--- config.mk ---
export PLATFORM = sky130hd
export DESIGN_NAME = uart_rx_fifo
export DESIGN_NICKNAME = d
export VERILOG_FILES = /design/src/rtl/uart_rx_fifo.sv
export SDC_FILE = /design/constraint.sdc
export NUM_CORES = 1
export LEC_CHECK = 0
export CAP_MARGIN = 10
export CORE_AREA = 2 2 92 116
export CTS_CLUSTER_DIAMETER = 150
export DETAILED_ROUTE_END_ITERATION = 10
export DIE_AREA = 0 0 94 118
export PLACE_DENSITY = 0.87
export SLEW_MARGIN = 10
export SYNTH_ARGS = -nofsm -noshare
export SYNTH_HDL_FRONTEND = slang
export SYNTH_SLANG_ARGS = --single-unit
--- constraint.sdc ---
create_clock -name clk -period 5.6 [get_ports clk]
set_input_delay 1.12 -clock clk [delete_from_list [all_inputs] [get_ports clk]]
set_output_delay 1.12 -clock clk [all_outputs]
set_load 0.01 [all_outputs]
--- src/rtl/uart_rx_fifo.sv ---
// Receive-side byte FIFO between the UART receiver and the MMIO load path.
// First-word-fall-through read; sticky overflow on a dropped byte.
module uart_rx_fifo #(
  parameter int DEPTH  = 16,
  parameter int ADDR_W = 4
) (
  input  logic              clk,
  input  logic              reset_n,
  input  logic [7:0]        rx_byte,
  input  logic              rx_valid,
  input  logic              rd_en,
  input  logic              clr_overflow,
  output logic [7:0]        rd_data,
  output logic              empty,
  output logic              full,
  output logic [ADDR_W:0]   count,
  output logic              overflow
);

  localparam logic [ADDR_W:0] LP_DEPTH = (ADDR_W+1)'(DEPTH);

  logic [7:0]        r_mem [DEPTH];
  logic [ADDR_W-1:0] r_wr_ptr;
  logic [ADDR_W-1:0] r_rd_ptr;
  logic [ADDR_W:0]   r_count;
  logic              r_ovf;
  logic              r_rx_valid_q;

  logic w_empty;
  logic w_full;
  logic w_push_req;
  logic w_pop_req;
  logic w_push_ok;
  logic w_drop;

  assign w_empty    = (r_count == '0);
  assign w_full     = (r_count == LP_DEPTH);
  // Held rx_valid yields a single push on its rising edge
  assign w_push_req = rx_valid & ~r_rx_valid_q;
  assign w_pop_req  = rd_en & ~w_empty;
  assign w_push_ok  = w_push_req & (~w_full | w_pop_req);
  assign w_drop     = w_push_req & ~w_push_ok;

  always_ff @(posedge clk) begin
    if (w_push_ok) begin
      r_mem[r_wr_ptr] <= rx_byte;
    end
  end

  always_ff @(posedge clk or negedge reset_n) begin
    if (!reset_n) begin
      r_wr_ptr     <= '0;
      r_rd_ptr     <= '0;
      r_count      <= '0;
      r_ovf        <= 1'b0;
      r_rx_valid_q <= 1'b0;
    end else begin
      r_rx_valid_q <= rx_valid;
      if (w_push_ok) begin
        r_wr_ptr <= r_wr_ptr + 1'b1;
      end
      if (w_pop_req) begin
        r_rd_ptr <= r_rd_ptr + 1'b1;
      end
      unique case ({w_push_ok, w_pop_req})
        2'b10:   r_count <= r_count + 1'b1;
        2'b01:   r_count <= r_count - 1'b1;
        default: r_count <= r_count;
      endcase
      // A drop in the same cycle as a clear keeps the flag set
      if (w_drop) begin
        r_ovf <= 1'b1;
      end else if (clr_overflow) begin
        r_ovf <= 1'b0;
      end
    end
  end

  assign rd_data  = w_empty ? 8'h00 : r_mem[r_rd_ptr];
  assign empty    = w_empty;
  assign full     = w_full;
  assign count    = r_count;
  assign overflow = r_ovf;

endmodule
Yosys cells after proc, flatten, opt, wreduce, memory -nomap -nowiden

Memories as Yosys holds them, arrays and structs flattened.
Index checks and enable logic that the tools add are counted.

Register bits: 15
RAM bits: 128
Input bits: 13
Output and inout port bits: 16
Logic and storage cells: 31
Memories: 1

Memory list:

| memory | words | width | rd ports | clocked after memory_dff | write ports | line | RTL |
|---|---|---|---|---|---|---|---|
| r_mem  | 16    | 8     | 1        | 0                        | 1           | 22   | `logic [7:0] r_mem [DEPTH];` |

Add/sub/neg operators: 4
Equal/unequal tests: 3
Muxes and demuxes: 6
Bitwise operators: 9
Reductions and logical operators: 3

Operators by type and width:

| cell                | number |
|---|---|
| $pmux 5 s2          | 1 |
| $add 4x1->4 const B | 2 |
| $mux 8              | 1 |
| $add 5x1->5 const B | 1 |
| $eq 5x5->1 const B  | 1 |
| $logic_not 5->1     | 1 |
| $sub 5x1->5 const B | 1 |
| $and 1x1->1         | 4 |
| $mux 1              | 4 |
| $not 1->1           | 4 |
| $reduce_bool 2->1   | 2 |
| $eq 2x1->1 const B  | 1 |
| $eq 2x2->1 const B  | 1 |
| $or 1x1->1          | 1 |

Logic depth before layout (Yosys ltp)

Gate-level depths: netlist of run 1.

Depth in word-level cells: 8
Depth in mapped cells: 9
Depth with buffers taken out: 8

Worst setup path after synthesis of run 1

Ideal clock, no wire load.

Kind: input port to flip-flop
Start: in rx_valid
End: mem r_mem[3][0] (enable)
Setup time: 395 ps
Arrival: 2,653 ps
Data required time: 5,205 ps
Slack: 2,552 ps
Cell stages on the path: 5
Path buffers: 2
Path through: nand2b_1 a31o_2 buf_2 buf_2 nor4_1

Longest elaborated chain between the ends: 4

Ends and longest elaborated chain:

| element                      | line | RTL |
|---|---|---|
| from (decl)                  | 10   | `input logic rx_valid,` |
| $and 1x1->1                  | 39   | `assign w_push_req = rx_valid & ~r_rx_valid_q;` |
| $and 1x1->1                  | 41   | `assign w_push_ok = w_push_req & (~w_full \| w_pop_req);` |
| $mux 1                       | 45   | `if (w_push_ok) begin` |
| $mux 1 (implied by the code) | 46   | `r_mem[r_wr_ptr] <= rx_byte;` |
| to (decl)                    | 22   |  |

Every way passes these cells.

Worst setup path in the final report of run 1

Start: reg r_rd_ptr[1]
End: out rd_data[5]

Longest elaborated chain between the ends: 2

Ends and longest elaborated chain:

| element                | line | RTL |
|---|---|---|
| from (decl)            | 24   | `logic [ADDR_W-1:0] r_rd_ptr;` |
| from (signal assigned) | 63   | `r_rd_ptr <= r_rd_ptr + 1'b1;` |
| $mem_v2 16x8           | n/a  |  |
| $mux 8                 | 79   | `assign rd_data = w_empty ? 8'h00 : r_mem[r_rd_ptr];` |
| to (decl)              | 13   | `output logic [7:0] rd_data,` |

Every way passes these cells.

==> results.cfg, run 1 <==
[global_route]
antenna_found_initial = 0
grt_pass1_vias = 3383
track_usage_pct = 26.01
overflow = 0
grt_max_degree = 20
grt_first_pass_wirelength_microns = 20110

[logic_synthesis]
synth_top_family_by_area = multiplexers
ys_seq_elements = 143
synth_compound_area_share_pct = 4.126
yosys_warnings = 0
syn_inst = 312
synthMuxAreaShare_pct = 14.47
syn-cell-area_sq_mm = 0.005913
synth-simple-area-share_pct = 4.570
synth_fa_ha_area_share_pct = 2.031
synth_seq_area_share_pct = 71.35
synth_nets = 334
synth_xor_area_share_pct = 1.333
synth_area_per_cell_sq_um = 18.95
synth.distinct_cells = 40

[die]
die_height_microns = 118
dieArea_sq_mm = 0.01109
ios = 29
core_area_sq_mm = 0.01000
die_x_microns = 94
rows = 41
initial_utilization_pct = 59.11

[setup_path]
r2r-start = count[1]$_DFFE_PN0P_
worstSetupEndpointType = output port
crit_path_start_kind = flop
crit_start = r_rd_ptr[1]$_DFFE_PN0P_
cp_data_arrival_time_ps = 3400
reg2reg_slack_ps = 2720
cp_max_fo = 19
cp.required_ps = 4480
criticalPathCategory = reg -> out

[cells_and_area]
syn_to_final_growth_pct = 18.49
antenna_cells = 0
fin_area_sq_mm = 0.007007
drive_gt1_share_pct = 22.65
final_core_util_pct = 70.04
nNetsFinal = 371

[routing]
wire_per_inst_microns = 26.78
drtAntennaViolNets = 0
drc = 0
vias = 3190
viasPerCell = 6.497
drt_first_pass_iters = 5
drt_iter0_drc = 337
routed_wl_microns = 13150

[power_and_ir_drop]
clkPwrFrac_pct = 33.1
p_int_mw = 2.615
p_per_area_mw_per_mm2 = 535.4
seq_power_share_pct = 38.9
comb_power_share_pct = 28.0
netSwitchingFraction_pct = 30.29
p_leak_nw = 2.364
peakVddDrop_mv = 0.2297
power_switching_mw = 1.136

[timing]
fmax_mhz = 221.3
worst_pin_slew_ps = 1153
setup_tns_ps = 0
slew_headroom_pct = 22.91
drv_slew = 0
fin_crit_sh_pct = 80.69
final_hold_viol_count = 0
setup-violations-final = 0
final.min_clock_period_ps = 4519
rsz0062_at_grt = false
fin_worst_skew_ps = 12.13

[run]
max_cap_violations = 0

[clocking]
cts.sinks = 143
cts_resized = 0
cts_tree = yes
clk_pin_slew_worst_paths_ps = 60
clock_latency_ps = 420
postCtsHoldBufs = 0
cts_max_path_buffers = 2
h-tree-depth = 4
root_buffer = clkbuf_16
post_cts_buffers = 0
cts_inserted_buffers = 17

[placed_design]
numPortBuffers = 28
place.gp.congestion = 0.7408
placed_area_sq_mm = 0.006347
hpwl_microns = 7722

[hold_path]
worstHoldStart = r_wr_ptr[0]$_DFFE_PN0P_
holdCritPathClass = reg -> reg

[status]
status = complete, no violations
==> flip-flops by register name, indices dropped and copies added (netlist names) <==
name,flops
r_mem,128
count,5
r_rd_ptr,4
r_wr_ptr,4
overflow,1
r_rx_valid_q,1
==> power by group through the flow <==
stage	registers, mW	logic, mW	clock network, mW
2_1_floorplan	1.33	0.780	0
3_3_place_gp	1.46	0.974	0
3_5_place_dp	1.47	1.02	0
4_1_cts	1.46	1.05	1.25
5_1_grt	1.48	1.11	1.30
6_report	1.46	1.05	1.24
==> cell usage in the layout (no fill, tap or decap), types with 2 or more instances in the layout <==
cell type        netlist  routed
edfxtp_1             128     128
mux4_2                32      32
clkdlybuf4s50_1        0      28
clkbuf_16              0      17
a211oi_1              16      16
dfrtp_1               15      15
inv_1                 10      10
nor2b_1               10      10
nor2_1                 9       9
mux2i_1                9       9
buf_4                  1       9
ha_1                   8       8
nand3_1                7       7
xnor2_1                6       6
bufinv_16              0       5
nor4_1                 4       4
and3_1                 4       4
nand2_1                4       4
clkinv_4               0       4
nor3_1                 3       3
xor2_1                 3       3
inv_6                  0       3
clkinvlp_4             0       3
nor4b_2                0       2
mux2_2                 2       2
mux2_1                 2       2
or2_2                  2       2
o211ai_1               2       2
==> worst max-delay path: stages (launching register included) <==
cell             delay [ps]
dfrtp_1                1040
buf_4                   430
mux4_2                  260
mux2i_1                 120
a211oi_1                470
clkdlybuf4s50_1         640
==> kinds of logic (layout without fill, tap and decap cells) <==
family | after synthesis | in the layout
AOI/OAI and AO/OA | 28 | 28
xor gates and xnor gates | 9 | 9
adders and majority gates | 9 | 9
buffers and inverters | 29 | 79
DFF | 143 | 143
muxes | 45 | 45
and+or+nand+nor | 49 | 49
==> final timing paths <==
path / to / depth (start not counted)
worst min-delay path: r_wr_ptr[0]$_DFFE_PN0P_ / 1
worst max-delay path: rd_data[5] / 5
max in group asynchronous: r_rd_ptr[3]$_DFFE_PN0P_ / 1
worst min register to register: r_wr_ptr[0]$_DFFE_PN0P_ / 1
worst max register to register: count[4]$_DFFE_PN0P_ / 8
min in group asynchronous: count[4]$_DFFE_PN0P_ / 1
==> Yosys cell counts <==
library cell	instances	area share [%]
xnor2_1	6	0.89
o2111ai_1	1	0.15
o311ai_4	1	0.44
dfrtp_1	15	6.3
clkbuf_2	1	0.085
xor2_1	3	0.44
o21ai_1	1	0.085
mux2_2	2	0.38
a32o_1	1	0.17
a31o_2	1	0.15
a21oi_1	1	0.085
nor2b_1	10	1.1
nor2_1	9	0.57
mux2_1	2	0.38
o211ai_1	2	0.25
or2_2	2	0.21
nand3_1	7	0.59
and2_1	1	0.11
buf_1	3	0.19
buf_2	9	0.76
edfxtp_1	128	65
a21o_1	1	0.13
buf_4	1	0.13
nor4_1	4	0.42
and3_1	4	0.42
ha_1	8	1.7
a211oi_1	16	2.0
inv_1	10	0.63
clkbuf_1	5	0.32
nand2_1	4	0.25
o31a_1	1	0.15
mux4_2	32	12
nor3_1	3	0.25
nor4b_1	3	0.44
o21a_1	1	0.13
nand2b_1	1	0.11
mux2i_1	9	1.5
o211ai_4	1	0.36
fa_1	1	0.34
or4_1	1	0.13
==> routing by layer <==
layer	GRT usage (%)	vias up	wire, microns
li1	-	1335	-
met1	32.41	1630	4858
met2	41.07	182	6714
met3	6.018	43	849
met4	16.03	0	728
met5	0	-	0
==> stage by stage <==
step                      hold WS (ps)  setup slack [ps]  total power [mW]  std cells
after CTS                        535.0              1018             3.761        491
after detailed placement         512.1              1576             2.490        459
after global routing             548.0             861.0             3.893        491
after floorplan                  498.0              2552             2.113        312
final                            535.8              1081             3.751        491
after global placement           479.1              1701             2.435        459
==> final cells by class <==
cell class	instances	area (sq um)
timing repair buffer	37	347.8
fill	585	2997
multi-input combinational	140	1582
sequential	143	4219
clock buffer	17	425.4
tap	129	161.4
inverter	10	37.54
clock inverter	15	234.0
No activity file was read; power rests on OpenSTA's default activity.
==> run 2, diff against run 1 <==
clock period = 4.4 ns   (was 5.6 ns; I/O delays follow)
==> run 2 against run 1 <==
  * Core utilization barely moved
  * Via count shrank 1.4%
  * Highest routed layer unchanged
  * Sequential share of layout area about the same
==> results.cfg, run 2 (same netlist as run 1, synthesis figures left out) <==
[global_route]
overflow = 0
track_usage_pct = 24.98
antenna_found_initial = 0
grt_first_pass_wirelength_microns = 19490
grt_max_degree = 36
grt_pass1_vias = 3267

[clocking]
cts.sinks = 143
cts_tree = yes
root_buffer = clkbuf_16
clock_latency_ps = 420
cts_resized = 0
cts_inserted_buffers = 17
cts_max_path_buffers = 2
h-tree-depth = 4
postCtsHoldBufs = 0
clk_pin_slew_worst_paths_ps = 60
post_cts_buffers = 0

[die]
dieArea_sq_mm = 0.01109
initial_utilization_pct = 59.11
ios = 29
die_x_microns = 94
die_height_microns = 118
rows = 41
core_area_sq_mm = 0.01000

[cells_and_area]
largest_reg_flops = 128
top_register = r_mem
fill_cells = 561
syn_to_final_growth_pct = 18.47
antenna_cells = 0
final_common_cell = edfxtp_1
nNetsFinal = 374
final_cell_mix = edfxtp_1 (128), mux4_2 (32), clkdlybuf4s50_1 (28), clkbuf_16 (17), a211oi_1 (16)
drive_gt1_share_pct = 22.74

[routing]
drtAntennaViolNets = 0
vias = 3145
drt_iter0_drc = 315
viasPerCell = 6.366
routed_wl_microns = 12910
wire_per_inst_microns = 26.14
drc = 0
drt_first_pass_iters = 4

[hold_path]
hold_depth = 1
worstHoldStart = overflow$_DFFE_PN0P_
min_to = overflow$_DFFE_PN0P_
holdCritPathClass = reg -> reg

[timing]
final.min_clock_period_ps = 3907
setup-violations-final = 0
rsz0062_at_grt = false
drv_slew = 0
fin_worst_skew_ps = 8.254
worst_pin_slew_ps = 977.6
slew_headroom_pct = 34.59
setup_tns_ps = 0
fin_crit_sh_pct = 88.79
final_hold_viol_count = 0
fmax_mhz = 256.0
setup_slack_ps = 493.3

[setup_path]
reg2reg_slack_ps = 1600
r2r-start = count[1]$_DFFE_PN0P_
worstSetupEndpointType = output port
cp_max_fo = 21
r2r-end = count[4]$_DFFE_PN0P_
ff2ff_path_depth = 8
cp_data_arrival_time_ps = 3030
crit_path_start_kind = flop
cp.required_ps = 3520
criticalPathCategory = reg -> out

[power_and_ir_drop]
peakVddDrop_mv = 0.3653
p_per_area_mw_per_mm2 = 672.2
p_leak_nw = 2.372

[placed_design]
hpwl_microns = 7313
place.gp.congestion = 0.7919
numPortBuffers = 28
place_ws_ps = 1026

[status]
status = complete, no violations

[run]
max_cap_violations = 0
-- run 2: layer usage --
layer | up-vias | GRT usage [%] | wire length (microns)
met5 | - | 0 | 0
met4 | 0 | 10.14 | 272
met3 | 17 | 5.378 | 863
met2 | 186 | 41.79 | 6881
met1 | 1608 | 31.68 | 4895
li1 | 1334 | - | -
-- run 2: layout make-up --
| type | instances | area (sq um) | share of cell area [%] |
|---|---|---|---|
| clock buffers | 22 | 474.2 | 6.769 |
| clock inverters | 10 | 161.4 | 2.304 |
| inverters | 10 | 37.54 | 0.5358 |
| multi-input cells | 140 | 1582 | 22.58 |
| flip-flops and latches | 143 | 4219 | 60.23 |
| well taps | 129 | 161.4 | 2.304 |
| repair buffers | 40 | 370.4 | 5.287 |
-- run 2: how the worst max path moves through the flow --
stage	start	to	depth (start not counted)	slack [ps]
5_1_grt	r_rd_ptr[1]$_DFFE_PN0P_	rd_data[2]	5	390
6_report	r_rd_ptr[1]$_DFFE_PN0P_	rd_data[2]	5	490
2_1_floorplan	rx_valid	r_mem[3][0]$_DFFE_PP_	5	1590
3_3_place_gp	r_rd_ptr[1]$_DFFE_PN0P_	rd_data[0]	6	1050
3_5_place_dp	r_rd_ptr[1]$_DFFE_PN0P_	rd_data[7]	6	1030
4_1_cts	r_rd_ptr[1]$_DFFE_PN0P_	rd_data[2]	5	470
-- run 2: stage by stage --
stage / cell area [sq um] / std cells / hold WS (ps) / power, mW / util (%)
global route: 7005 / 494 / 550.7 / 4.878 / 70.03
detailed placement: 6370 / 462 / 502.2 / 3.173 / 63.68
finish: 7005 / 494 / 513.8 / 4.709 / 70.03
global placement: 6370 / 462 / 487.6 / 3.119 / 63.68
floorplan: 5913 / 312 / 498.0 / 2.690 / -
CTS: 7005 / 494 / 515.0 / 4.720 / 70.03
-- run 2: power by group --
| part | switching, mW | internal, mW |
|---|---|---|
| Sequential | 0.191 | 1.61 |
| Clock | 0.528 | 0.992 |
| Combinational | 0.674 | 0.718 |
| Total | 1.39 | 3.32 |
-- run 2: worst max-delay path, stage by stage, from the launching register on --
cell	delay, ps
dfrtp_1	620
buf_4	400
mux4_2	580
a211oi_1	390
a211oi_1	100
clkdlybuf4s50_1	520
